--- config.mk ---
export PLATFORM = sky130hd
export DESIGN_NAME = fetch_unit
export DESIGN_NICKNAME = d
export VERILOG_FILES = /design/src/rtl/core_pkg.sv /design/src/rtl/fetch_queue.sv /design/src/rtl/fetch_unit.sv
export SDC_FILE = /design/constraint.sdc
export NUM_CORES = 1
export LEC_CHECK = 0
export ABC_AREA = 1
export CORE_MARGIN = 1
export CORE_UTILIZATION = 30
export DETAILED_ROUTE_END_ITERATION = 10
export PLACE_DENSITY = 0.49
export REMOVE_ABC_BUFFERS = 1
export SETUP_SLACK_MARGIN = 0.1
export SLEW_MARGIN = 20
export SYNTH_ARGS = -nofsm -noshare
export SYNTH_HDL_FRONTEND = slang
export SYNTH_SLANG_ARGS = --single-unit
--- constraint.sdc ---
create_clock -name clk -period 5.05 [get_ports clk]
set_input_delay 0.505 -clock clk [delete_from_list [all_inputs] [get_ports clk]]
set_output_delay 0.505 -clock clk [all_outputs]
set_load 0.005 [all_outputs]
--- src/rtl/core_pkg.sv ---
// Shared definitions for the fetch stage: default widths, reset PC,
// fetch FSM state encoding and the NOP instruction word.
package core_pkg;

    localparam int          DWIDTH   = 32;
    localparam logic [31:0] RESET_PC = 32'h0000_0000;
    localparam logic [31:0] NOP      = 32'h0000_0013;

    typedef enum logic {
        RUN   = 1'b0,
        DRAIN = 1'b1
    } fetch_state_t;

endpackage

--- src/rtl/fetch_queue.sv ---
// Prefetch FIFO holding {pc, instr} pairs in fetch order. Flush empties it in
// one cycle and takes priority over push and pop. The head is read from
// registered storage, so a pushed entry becomes visible the cycle after push.
// Head fields read as zero while the queue is empty.
module fetch_queue
    import core_pkg::*;
#(
    parameter  int DWIDTH = 32,
    parameter  int QDEPTH = 4,
    localparam int AW     = $clog2(QDEPTH),
    localparam int CW     = AW + 1
) (
    input  logic              clk,
    input  logic              rst,
    input  logic              flush,
    input  logic              push,
    input  logic [DWIDTH-1:0] push_pc,
    input  logic [DWIDTH-1:0] push_instr,
    input  logic              pop,
    output logic [CW-1:0]     count,
    output logic              head_valid,
    output logic [DWIDTH-1:0] head_pc,
    output logic [DWIDTH-1:0] head_instr
);

    logic [DWIDTH-1:0] mem_pc_q    [QDEPTH];
    logic [DWIDTH-1:0] mem_instr_q [QDEPTH];
    logic [AW-1:0]     wr_ptr_q, wr_ptr_d;
    logic [AW-1:0]     rd_ptr_q, rd_ptr_d;
    logic [CW-1:0]     count_q,  count_d;

    // Pointer and occupancy update; pointers wrap naturally since QDEPTH is a power of 2.
    always_comb begin
        wr_ptr_d = wr_ptr_q;
        rd_ptr_d = rd_ptr_q;
        count_d  = count_q;
        if (flush) begin
            wr_ptr_d = '0;
            rd_ptr_d = '0;
            count_d  = '0;
        end else begin
            if (push) wr_ptr_d = wr_ptr_q + AW'(1);
            if (pop)  rd_ptr_d = rd_ptr_q + AW'(1);
            count_d = count_q + CW'(push) - CW'(pop);
        end
    end

    // Control registers; only pointers and count are reset.
    always_ff @(posedge clk) begin
        if (rst) begin
            wr_ptr_q <= '0;
            rd_ptr_q <= '0;
            count_q  <= '0;
        end else begin
            wr_ptr_q <= wr_ptr_d;
            rd_ptr_q <= rd_ptr_d;
            count_q  <= count_d;
        end
    end

    // Entry storage; contents are don't-care until counted as valid.
    always_ff @(posedge clk) begin
        if (push && !flush) begin
            mem_pc_q[wr_ptr_q]    <= push_pc;
            mem_instr_q[wr_ptr_q] <= push_instr;
        end
    end

    assign count      = count_q;
    assign head_valid = (count_q != '0);
    assign head_pc    = head_valid ? mem_pc_q[rd_ptr_q]    : '0;
    assign head_instr = head_valid ? mem_instr_q[rd_ptr_q] : '0;

endmodule

--- src/rtl/fetch_unit.sv ---
// Instruction-fetch stage. Issues sequential imem reads from fetch_pc, keeps
// (queued + outstanding) within QDEPTH so the prefetch queue never overflows,
// and presents in-order {pc, instr} to IF/ID. A redirect flushes the queue and
// marks every in-flight response for discard (DRAIN state).
// Optional macro FETCH_PERF_EN adds perf_fetch_cnt / perf_drop_cnt counters.
module fetch_unit
    import core_pkg::*;
#(
    parameter  int                DWIDTH   = core_pkg::DWIDTH,
    parameter  int                QDEPTH   = 4,
    parameter  logic [DWIDTH-1:0] RESET_PC = DWIDTH'(core_pkg::RESET_PC),
    localparam int                OW       = $clog2(QDEPTH) + 1
) (
    input  logic              clk,
    input  logic              rst,
    input  logic              redirect_valid,
    input  logic [DWIDTH-1:0] redirect_pc,
    output logic              imem_req_valid,
    output logic [DWIDTH-1:0] imem_req_addr,
    input  logic              imem_req_ready,
    input  logic              imem_rsp_valid,
    input  logic [DWIDTH-1:0] imem_rsp_data,
    output logic              if_valid,
    output logic [DWIDTH-1:0] if_pc,
    output logic [DWIDTH-1:0] if_instr,
    input  logic              if_ready
`ifdef FETCH_PERF_EN
    ,
    output logic [31:0]       perf_fetch_cnt,
    output logic [31:0]       perf_drop_cnt
`endif
);

    fetch_state_t      state_q,       state_d;
    logic [DWIDTH-1:0] fetch_pc_q,    fetch_pc_d;
    logic [DWIDTH-1:0] rsp_pc_q,      rsp_pc_d;
    logic [OW-1:0]     outstanding_q, outstanding_d;
    logic [OW-1:0]     discard_q,     discard_d;

    logic [OW-1:0]     q_count;
    logic              q_head_valid;
    logic [DWIDTH-1:0] q_head_pc;
    logic [DWIDTH-1:0] q_head_instr;

    logic              req_ok;
    logic              accept;
    logic              rsp;
    logic              push;
    logic              pop;
    logic [OW-1:0]     out_after;

    // Slots already reserved by in-flight requests count against queue space.
    assign req_ok    = (state_q == RUN) && ((int'(q_count) + int'(outstanding_q)) < QDEPTH);
    assign accept    = imem_req_valid && imem_req_ready;
    assign rsp       = imem_rsp_valid && !rst;
    assign out_after = outstanding_q + OW'(accept) - OW'(rsp);
    assign push      = rsp && (state_q == RUN) && !redirect_valid;
    assign pop       = if_valid && if_ready && !redirect_valid;

    assign imem_req_valid = !rst && req_ok;
    assign imem_req_addr  = rst ? '0 : fetch_pc_q;
    assign if_valid       = !rst && q_head_valid;
    assign if_pc          = rst ? '0 : q_head_pc;
    assign if_instr       = rst ? '0 : q_head_instr;

    fetch_queue #(
        .DWIDTH (DWIDTH),
        .QDEPTH (QDEPTH)
    ) u_queue (
        .clk        (clk),
        .rst        (rst),
        .flush      (redirect_valid),
        .push       (push),
        .push_pc    (rsp_pc_q),
        .push_instr (imem_rsp_data),
        .pop        (pop),
        .count      (q_count),
        .head_valid (q_head_valid),
        .head_pc    (q_head_pc),
        .head_instr (q_head_instr)
    );

    // Next-state logic: redirect overrides everything; rsp_pc tracks the PC of
    // the oldest response that will actually be kept.
    always_comb begin
        state_d       = state_q;
        fetch_pc_d    = fetch_pc_q;
        rsp_pc_d      = rsp_pc_q;
        outstanding_d = out_after;
        discard_d     = discard_q;
        if (redirect_valid) begin
            fetch_pc_d = redirect_pc;
            rsp_pc_d   = redirect_pc;
            discard_d  = out_after;
            state_d    = (out_after != '0) ? DRAIN : RUN;
        end else begin
            case (state_q)
                RUN: begin
                    if (accept) fetch_pc_d = fetch_pc_q + DWIDTH'(4);
                    if (push)   rsp_pc_d   = rsp_pc_q + DWIDTH'(4);
                end
                DRAIN: begin
                    if (rsp) begin
                        discard_d = discard_q - OW'(1);
                        if (discard_q == OW'(1)) state_d = RUN;
                    end
                end
                default: state_d = RUN;
            endcase
        end
    end

    // Fetch control registers.
    always_ff @(posedge clk) begin
        if (rst) begin
            state_q       <= RUN;
            fetch_pc_q    <= RESET_PC;
            rsp_pc_q      <= RESET_PC;
            outstanding_q <= '0;
            discard_q     <= '0;
        end else begin
            state_q       <= state_d;
            fetch_pc_q    <= fetch_pc_d;
            rsp_pc_q      <= rsp_pc_d;
            outstanding_q <= outstanding_d;
            discard_q     <= discard_d;
        end
    end

`ifdef FETCH_PERF_EN
    logic [31:0] perf_fetch_q, perf_fetch_d;
    logic [31:0] perf_drop_q,  perf_drop_d;

    // Event counts: accepted requests and responses that were not queued.
    always_comb begin
        perf_fetch_d = perf_fetch_q + 32'(accept);
        perf_drop_d  = perf_drop_q + 32'(rsp && !push);
    end

    // Performance counter registers, wrapping at 2^32.
    always_ff @(posedge clk) begin
        if (rst) begin
            perf_fetch_q <= '0;
            perf_drop_q  <= '0;
        end else begin
            perf_fetch_q <= perf_fetch_d;
            perf_drop_q  <= perf_drop_d;
        end
    end

    assign perf_fetch_cnt = perf_fetch_q;
    assign perf_drop_cnt  = perf_drop_q;
`endif

`ifndef SYNTHESIS
    // Responses may only return for requests that were actually accepted.
    always_ff @(posedge clk) begin
        if (!rst && imem_rsp_valid) begin
            assert (outstanding_q != '0)
                else $error("fetch_unit: imem response with no outstanding request");
        end
    end
`endif

endmodule

# Word level (Yosys, flattened, before mapping)
# Memories as Yosys holds them, arrays and structs flattened. A register that Yosys moved wholly into a read port is not among the register bits.
# Cells that the tools add are included.
totals:
  regBits: 78
  ram_bits: 256
  input_bits: 70
  out_inout_bits: 98
  word_cells: 71
  memories: 2
classes:
  addsub: 10
  order_cmp: 1
  n_eq_ne: 2
  mux: 25
  n_bitwise: 1
  n_reduce_logical: 22
mem_list:
  columns: ["memory", "depth", "word_bits", "read_ports", "rd_ports_with_merged_regs", "wr", "line_no", "source"]
  rows:
  - ["u_queue.mem_instr_q", 4, 32, 1, 1, 1, "fetch_queue.sv:27", "logic [DWIDTH-1:0] mem_instr_q [QDEPTH];"]
  - ["u_queue.mem_pc_q", 4, 32, 1, 1, 1, "fetch_queue.sv:26", "logic [DWIDTH-1:0] mem_pc_q [QDEPTH];"]
op_table:
  columns: ["op", "n"]
  rows:
  - ["$mux W32", 11]
  - ["$add A32 B3 Y32 const B", 2]
  - ["$logic_and A1 B1 Y1", 10]
  - ["$mux W3", 3]
  - ["$mux W2", 4]
  - ["$reduce_bool A2 Y1", 4]
  - ["$mux W1", 7]
  - ["$add A3 B1 Y3", 2]
  - ["$reduce_and A2 Y1", 3]
  - ["$reduce_bool A3 Y1", 2]
  - ["$sub A3 B1 Y3", 2]
  - ["$add A2 B1 Y2 const B", 2]
  - ["$add A3 B3 Y4", 1]
  - ["$lt A4 B3 Y1 const B", 1]
  - ["$eq A3 B1 Y1 const B", 1]
  - ["$sub A3 B1 Y3 const B", 1]
  - ["$logic_not A1 Y1", 2]
  - ["$ne A2 B2 Y1 const B", 1]
  - ["$reduce_or A2 Y1", 1]
  - ["$not A1 Y1", 1]

# Logic depth before layout (Yosys ltp)
logic_depth:
  word_depth: 10
  depth_mapped: 13
  mapped_depth_nobuf: 13

# Hierarchy
# From an unflattened synthesis, not the netlist that was laid out.
hier_totals:
  cells_unflattened: 2051
  area_unflattened_um2: 16724.8
by_module_without_submodules:
  columns: ["mod", "instances", "cells_each", "area_each_um2", "seq_area_each_um2"]
  rows:
  - ["fetch_queue", 1, 1068, 11269.6, 7867.5]
  - ["fetch_unit", 1, 983, 5455.2, 1421.4]

# Worst setup path after synthesis
# Ideal clock, no wire load.
synth_timing:
  path_kind: "input -> register"
  start: "input rst"
  end: "memory u_queue.mem_instr_q[0][0], enable pin"
  setup_ns: 0.486
  arrival_time_ns: 3.780
  required_time_ns: 4.564
  path_slack_ns: 0.784
  path_stages: 6
  path_buffers: 1
  path_cell_list: "buf_6 > nor2_4 > nand2_2 > nor2_4 > inv_2 > nor2_1"
synth_between:
  elab_chain_cells: 7
synth_lines:
  columns: ["item", "line_no", "source"]
  rows:
  - ["start, declared", "fetch_unit.sv:15", "input logic rst,"]
  - ["$logic_not A1 Y1", "fetch_unit.sv:55", "assign rsp = imem_rsp_valid && !rst;"]
  - ["$logic_and A1 B1 Y1", "fetch_unit.sv:55", null]
  - ["$logic_and A1 B1 Y1 (2 in series)", "fetch_unit.sv:57", "assign push = rsp && (state_q == RUN) && !redirect_valid;"]
  - ["$logic_and A1 B1 Y1", "fetch_queue.sv:63", "if (push && !flush) begin"]
  - ["$mux W1", "fetch_queue.sv:63", null]
  - ["$mux W1 (implied by the code)", "fetch_queue.sv:65", "mem_instr_q[wr_ptr_q] <= push_instr;"]
  - ["end, declared", "fetch_queue.sv:27", null]
# Every way passes these cells.

==> key figures <==
Timing
  – Relative slew margins: 27.5%
  – Setup repair after global routing missed its margin: false
  – Final Hold Violating Endpoints: 0
  – Aggregate negative setup slack: 0 ps
  – Transition at the pin with the smallest max-transition slack: 1090 ps
  – Endpoints failing setup: 0
  – Share of the cycle needed by the critical path after routing: 75.4%
  – Final count of pins violating max slew: 0
  – Timing-limited maximum frequency: 0.263 GHz
  – Final clock skew: 22.4 ps
  – Minimum clock period: 3810 ps

Global route
  – Overall overflow remaining after global route: 0
  – Largest net degree at the start of global routing: 91
  – Number of global-route vias before repair: 11400
  – Global-route wire length before repair: 66.8 mm
  – Antenna violations before repair: 0
  – Total track usage: 17.0%

CTS
  – Clock tree from TritonCTS: yes
  – Clock root buffer: clkbuf_16
  – Worst skew pair latency: 550 ps
  – Number of sinks driven by the clock tree: 336
  – Count of H-tree levels built during CTS: 2
  – Post-cts sizing count: 0
  – Maximum clock path buffer count: 3
  – Hold_buf cts: 0
  – Clock-pin slew reported for the worst setup and hold paths after clock tree synthesis: 60 ps
  – Setup Buffers After CTS: 0
  – Number of buffers inserted during clock tree synthesis: 39

Setup path
  – Slowest cell on the critical path: buf_4
  – Critical Path Start Type: flip-flop
  – CP peak stage delay: 860 ps
  – Arrival time reported for the critical path endpoint: 3300 ps
  – Worst setup EP type: output port
  – Cell Chain, Critical Path: buf_4, nor2_1, nor2_1, o21ai_0, a21oi_1, clkdlybuf4s50_1
  – Kind of critical path: flip-flop to output port
  – Critical path's most frequent cell: nor2_1
  – Required time reported for the critical path endpoint: 4550 ps
  – Critical path peak fanout: 90

Synthesis
  – Synthesized flop and latch total: 336
  – Top-count cell post-synth: nor2_1
  – Cell count after synthesis: 1635
  – Most frequent cells after synthesis: nor2_1 (398), edfxtp_1 (256), nand2_1 (247)
  – Predominant post-synthesis flop cell: edfxtp_1
  – Fraction of post-synthesis cell area in the top cell type by area: 50.7%
  – Synth warn: 0
  – Post-synthesis cell area: 15200 µm²
  – Mapped Avg Cell Area: 9.27 µm²
  – Most area-consuming cells after synthesis: edfxtp_1 (51%), dfxtp_1 (11%), nor2_1 (9.9%), nand2_1 (6.1%), o21ai_0 (5.8%)
  – Synth async-reset ratio: 0%
  – Post-synth EDFFs: 256
  – Number of distinct library cells after synthesis: 38
  – Yosys top cell by area: edfxtp_1
  – Share of the yosys chip area belonging to registers: 61.3%

Cells and area
  – Area growth from synthesis to layout: 24.0%
  – Share of final-layout standard cells stronger than drive strength 1: 6.34%
  – Fill cell count: 5014
  – # nets final: 1871
  – Number of diodes: 0

Die
  – Initial Utilization: 30.7%
  – Width of the chip: 227 µm
  – Chip Height: 227 µm
  – I/O pin count: 168
  – Floorplan row count: 81
  – Die Outline Area: 51400 µm²
  – Core area: 49400 µm²

Status
  – Run status: completed

Power and ir drop
  – Fraction of power spent switching nets: 23.5%
  – Power per unit of standard cell area: 346 nW/µm²
  – Share of power burned in registers: 48.4%
  – Combinational Power Share: 7.5%
  – Switching component of the power: 1530 µW
  – Overall Power: 6510 µW
  – Worst ir drop on vdd: 0.238 mV
  – Cell-internal power: 4980 µW
  – Relative contribution of the clock network to total power: 44.0%
  – Pleak: 0.00657 µW

Route
  – Vias: 11800
  – Count of routing violations after the opening detailed-route iteration: 825
  – DRC Markers: 0
  – WL per Instance: 17.5 µm
  – Number of nets still failing antenna checks after routing: 0
  – Initial DRT Pass Iterations: 5
  – Final wirelength: 43.4 mm
  – Via density: 4.77

Placement
  – DP HPWL: 27.1 mm
  – Quantity of I/O buffers inserted on ports: 167
  – Routability congestion estimate from global placement: 0.876

Job
  – Max-capacitance violation count: 0

Min path
  – Worst Hold Class: flip-flop to flip-flop
-- power by group through the flow --
stage	Combinational, µW	Sequential (µW)	Clock, µW
final	491	3150	2870
after global routing	555	3160	3050
after CTS	497	3150	2940
after detailed placement	494	3210	0
after floorplan	258	3180	0
after global placement	490	3210	0
-- worst max-delay path, delay by kind of cell, from the launching register on --
kind | cells | cell delay [ps]
buf+inv | 2 | 1430
flops | 1 | 630
compound gates | 2 | 420
simple gates | 2 | 220
-- cell usage in the layout (no fill, tap or decap), drive strengths merged --
cell type | netlist | routed
xor2 | 11 | 11
o22ai | 5 | 5
o21bai | 1 | 1
clkdlybuf4s50 | 0 | 165
inv | 119 | 120
xnor2 | 4 | 4
fa | 2 | 2
a21oi | 114 | 114
bufinv | 0 | 4
nand3b | 1 | 1
a31oi | 17 | 17
nor2 | 411 | 411
nand4 | 8 | 8
nand2 | 256 | 256
o211ai | 1 | 1
a41oi | 1 | 1
o21ai | 193 | 193
edfxtp | 256 | 256
nor3 | 2 | 2
nand3 | 62 | 62
clkinv | 2 | 14
ha | 14 | 14
dfxtp | 80 | 80
a211oi | 1 | 1
o21a | 1 | 1
buf | 39 | 17
clkinvlp | 0 | 2
clkbuf | 34 | 52
-- state kept, by name, summed over array words and instances (netlist names), 3 cells and up, named ones only --
signal	flops
u_queue.count	3
discard_q	3
u_queue.mem_instr_q	128
outstanding_q	3
rsp_pc_q	32
u_queue.mem_pc_q	128
fetch_pc_q	32
-- layer usage --
layer  global-route usage [%]  share of wire (%)  vias to the layer above
met3                     3.33                6.1                       50
li1                         -                  -                     5782
met1                     24.6                 49                     5624
met5                        0                  0                        -
met4                     4.16                2.0                        0
met2                     25.9                 43                      362
-- area by class of cell --
type / instances / area, µm² / share of cell area, %
Clock buffer: 52 / 1080 / 5.77
Clock inverter: 19 / 220 / 1.17
Inverter: 121 / 455 / 2.42
Multi-Input combinational cell: 1105 / 5110 / 27.2
Sequential cell: 336 / 9290 / 49.5
Tap cell: 664 / 831 / 4.42
Timing Repair Buffer: 182 / 1800 / 9.58
-- kinds of logic after synthesis --
logic type,share of synthesized area [%]
fa+ha+maj,1.42
simple gates,19.9
buf+inv,5.21
flops,61.3
xor+xnor,0.867
compound gates,11.3
-- through the flow --
stage	area (µm²)	hold WS (ps)	setup slack [ps]	util, %	cells
6_report	18800	473	1240	38.1	2479
4_1_cts	18800	460	1200	38.1	2479
2_1_floorplan	14800	437	398	-	1562
3_5_place_dp	17500	450	1640	35.4	2408
5_1_grt	18800	488	890	38.1	2479
3_3_place_gp	17500	448	1640	35.4	2408
-- path summary, 6_finish.rpt --
path                  startpoint   endpoint  slack [ps]  cells past startpoint
max                    flip-flop  if_pc[18]        1240                      6
min          u_queue.rd_ptr_q[1]  flip-flop         470                      2
max reg2reg     u_queue.count[1]    state_q        2430                     13
min reg2reg  u_queue.rd_ptr_q[1]  flip-flop         470                      2
No activity file was read; power rests on OpenSTA's default activity.
==> patch 1, RTL diff (same flow settings) <==
Add a define of `FETCH_PERF_EN`.
--- a/src/rtl/fetch_unit.sv
+++ b/src/rtl/fetch_unit.sv
@@ -5,2 +5,4 @@
 // Optional macro FETCH_PERF_EN adds perf_fetch_cnt / perf_drop_cnt counters.
+`define FETCH_PERF_EN
+
 module fetch_unit
Behaviour (old outputs only; new: perf_drop_cnt and perf_fetch_cnt): unchanged (equiv_simple and equiv_induct, registers matched by name and starting in step).
==> patch 1 against the original RTL <==
- count of clock-buffer cells in the layout rose by 21
- highest routed layer unchanged
- largest cell class unchanged
- synthesized area grew 24%
- sequential cell count rose by 64
- die area up 23%
- design area is 24% higher
- critical path type unchanged
- power increased by 14%
- routed wire length rose by 29%
- setup slack worse by 150 ps
==> patch 1: results (changes against the original RTL) <==
metric,value,unit,change
Final GP Congestion,0.8686,,-0.79%
Post-Place Worst Slack,1381,ps,-262.5 ps
initial antenna violation count,0,,unchanged
Hold WS,418.0,ps,-55.15 ps
crit-path max FO,68,,-24%
Finished Layout Cells,3252,,+31%
wire length per cell,17.17,µm,-1.9%
maximum vdd ir drop,0.0002155,V,-9.4%
Area contributors post-synth,"edfxtp_1 41%, dfxtp_1 15%, nor2_1 9.6%",,
Worst path slowest cell,dfxtp_4,,
WHS Path Cells,3,,+1
CTS Buf Count,47,,+21%
"Clk Latency, worst-skew pair",580,ps,+30 ps
Critical Path AT,3460,ps,+160 ps
Via Count,15251,,+29%
R2R Setup Slk,2280,ps,-150 ps
antenna diode count,0,,unchanged
Inst Count DP,3166,,+31%
# Post-CTS Setup Buffers,0,,unchanged
Hold Path Class,primary input to register,,
reg2reg path depth,17,,+4
most frequent cells after synthesis,"480 x nor2_1, 385 x nand2_1, 256 x edfxtp_1, 198 x o21ai_0, 176 x a21oi_1",,
DIE AREA,63420,µm²,+23%
CTS H-tree depth,2,,unchanged
Post-DP HPWL,37040,µm,+37%
first-pass GRT wire length,85840,µm,+28%
Tot GR Track Use,0.1732,,+0.003012
worst slew pin tran,1012,ps,-75.85 ps
initial drt markers,802,,-2.8%
reg2reg end,perf_fetch_cnt[18],,
sequential fraction of the synthesis area,0.5645,,-0.04857
CP peak stage delay,800,ps,-60 ps
synth unique cells,44,,+16%
layout cells sized above 1,0.06542,,+0.002064
number of global-route vias before repair,14886,,+30%
Layout Skew,23.25,ps,+0.8224 ps
Port Buffer Count,231,,+38%
largest net degree at the start of global routing,77,,-15%
Pleak,7.952,nW,+21%
NumNets Final,2468,,+32%
Cells after Synth,2171,,+33%
Hold Path Origin,redirect_valid,,
status,completed,,
[patch 1: worst max path at each step]
stage                               from                          to  slack [ps]  depth (start not counted)
final                           register                   if_pc[16]        1090                          6
after global placement    imem_rsp_valid  u_queue.mem_instr_q[3][25]        1420                          8
after global routing            register                   if_pc[16]         860                          6
after detailed placement  imem_rsp_valid   u_queue.mem_instr_q[3][0]        1380                          8
after CTS                       register                   if_pc[16]        1010                          6
after floorplan                 register                if_instr[30]         400                          3
[patch 1: logic make-up after synthesis]
kind of cell    count (synthesis)  synth area share
flops                         400            0.5645
fa+ha+maj                      20           0.01417
buf+inv                       261           0.05733
xor+xnor                       21          0.009822
simple gates                 1055            0.2409
compound gates                414            0.1133
[patch 1: power by group]
| part | internal, mW | total [mW] | switching, mW |
|---|---|---|---|
| combinational | 0.217 | 0.551 | 0.334 |
| clock | 1.87 | 3.22 | 1.35 |
| sequential | 3.58 | 3.68 | 0.103 |
| total | 5.67 | 7.45 | 1.79 |
[patch 1: worst max-delay path: cells and delay by family, from the launching register on]
family | cells | cell delay [ps]
and+or+nand+nor | 2 | 220
buffers and inverters | 2 | 1330
AOI/OAI and AO/OA | 2 | 460
DFF | 1 | 800
[patch 1: per-layer routing]
layer,share of wire,track usage
met5,0,0
met4,0.019,0.04745
met3,0.063,0.03611
met2,0.48,0.2912
met1,0.44,0.2246
[patch 1: cell type report]
| class | count | area (µm²) |
|---|---|---|
| Clock inverter | 13 | 117.6 |
| Inverter | 173 | 650.6 |
| Timing Repair Buffer | 246 | 2455 |
| Sequential cell | 400 | 10580 |
| Multi-Input combinational cell | 1510 | 7114 |
| Fill cell | 6284 | 38420 |
| Tap cell | 837 | 1047 |
| Clock buffer | 73 | 1334 |
[patch 1: metrics by stage]
step                        util  cell area (µm²)
after global placement    0.3539            21840
final                     0.3775            23290
after global routing      0.3775            23290
after detailed placement  0.3539            21840
after CTS                 0.3775            23290
after floorplan                -            18300
==> patch 2, RTL diff (config.mk and constraints unchanged) <==
Made on the original files. `QDEPTH` is set to 4 in 2 places; all go to 2.
--- a/src/rtl/fetch_queue.sv
+++ b/src/rtl/fetch_queue.sv
@@ -8,3 +8,3 @@
     parameter  int DWIDTH = 32,
-    parameter  int QDEPTH = 4,
+    parameter  int QDEPTH = 2,
     localparam int AW     = $clog2(QDEPTH),
--- a/src/rtl/fetch_unit.sv
+++ b/src/rtl/fetch_unit.sv
@@ -9,3 +9,3 @@
     parameter  int                DWIDTH   = core_pkg::DWIDTH,
-    parameter  int                QDEPTH   = 4,
+    parameter  int                QDEPTH   = 2,
     parameter  logic [DWIDTH-1:0] RESET_PC = DWIDTH'(core_pkg::RESET_PC),
Check against the original RTL: not equivalent (Yosys sat finds a counterexample within 4 cycles, from zero or initial values and one cycle with rst high).
==> patch 2 against the original RTL <==
- sequential share of layout area decreased by 8.7 points
- power decreased by 40%
- routed wire length decreased by 37%
- synthesized area decreased by 33%
- largest power group unchanged
- setup slack improved by 510 ps
- sequential cell count decreased by 134
- sequential power decreased by 40%
- design area decreased by 31%
==> patch 2: results (changes against the original RTL) <==
metric,value,unit,change
status,completed,,
Post-DP HPWL,19780,µm,-27%
Final GP Congestion,0.9003,,+2.8%
WHS Path Cells,0,,-2
wire length per cell,15.22,µm,-13%
combinational group power,0.344,mW,-30%
Layout Skew,8.776,ps,-13.65 ps
initial drt markers,450,,-45%
"Clk Latency, worst-skew pair",510,ps,-40 ps
Pleak,5.160,nW,-21%
first-pass GRT wire length,42640,µm,-36%
Area contributors post-synth,"edfxtp_1 38%, dfxtp_1 15%, nand2_1 11%",,
Power Total,3.936,mW,-40%
Int Pwr,3.027,mW,-39%
Inst Count DP,1762,,-27%
FF-to-FF Start,u_queue.count[0],,
NumNets Final,1424,,-24%
Hold WS,479.0,ps,+5.840 ps
normalized max-slew margin,0.4015,,+0.1264
Cells after Synth,1177,,-28%
reg2reg end,discard_q[1],,
number of global-route vias before repair,7755,,-32%
maximum vdd ir drop,0.0002055,V,-14%
largest net degree at the start of global routing,65,,-29%
biggest regs,"u_queue.mem_instr_q: 64 flops, u_queue.mem_pc_q: 64 flops",,
CTS Buf Count,24,,-38%
synth unique cells,33,,-13%
Via density,4.501,,-5.6%
Post-synth EDFFs,128,,-50%
Tot GR Track Use,0.1605,,-0.009691
Hold Path Origin,rsp_pc_q[0],,
sequential power share,0.478,,-0.006
Post-Place Worst Slack,1884,ps,+240.3 ps
CTS H-tree depth,1,,-1
patch 2: cell types whose count changed after synthesis, moves of 64 or more:
cell / change
nor2_1: -277
o21ai_0: -129
edfxtp_1: -128
inv_1: +82
a21oi_1: -67
mux2_2: +64
patch 2: kinds of logic (layout without fill, tap and decap cells):
family                     after synthesis  in the layout  synth area share
AOI/OAI and AO/OA                      119            119           0.06197
adders and majority gates                8              8           0.01066
and+or+nand+nor                        536            536            0.2233
muxes                                   64             64           0.07138
xor gates and xnor gates                17             17           0.01475
DFF                                    202            202            0.5275
buffers and inverters                  231            418           0.09047
patch 2: metal layers:
metal	up-vias	share of wire	global-route usage
li1	4115	-	-
met1	3732	0.48	0.2271
met3	44	0.059	0.02104
met2	238	0.44	0.2580
met4	0	0.019	0.03769
met5	-	0	0
patch 2: critical path: stages (launching register included):
cell,delay (ps)
dfxtp_2,650
buf_4,630
mux2_2,400
nand2_1,90
inv_1,60
clkdlybuf4s50_1,440
patch 2: area by class of cell:
type | instances | area, µm²
Clock buffer | 31 | 648.1
Clock inverter | 13 | 133.9
Fill cell | 3368 | 19730
Inverter | 196 | 735.7
Multi-Input combinational cell | 744 | 3880
Sequential cell | 202 | 5326
Tap cell | 442 | 553.0
Timing Repair Buffer | 178 | 1782
patch 2: how the worst max path moves through the flow:
stage	depth (start not counted)	slack (ps)	to	from
after floorplan	5	700	u_queue.mem_instr_q[0][0]	rst
after global placement	6	1880	if_pc[31]	rst
after detailed placement	7	1880	u_queue.mem_pc_q[0][3]	imem_rsp_valid
after CTS	5	1670	if_pc[27]	register
after global routing	5	1570	if_pc[18]	register
final	5	1750	if_pc[27]	register
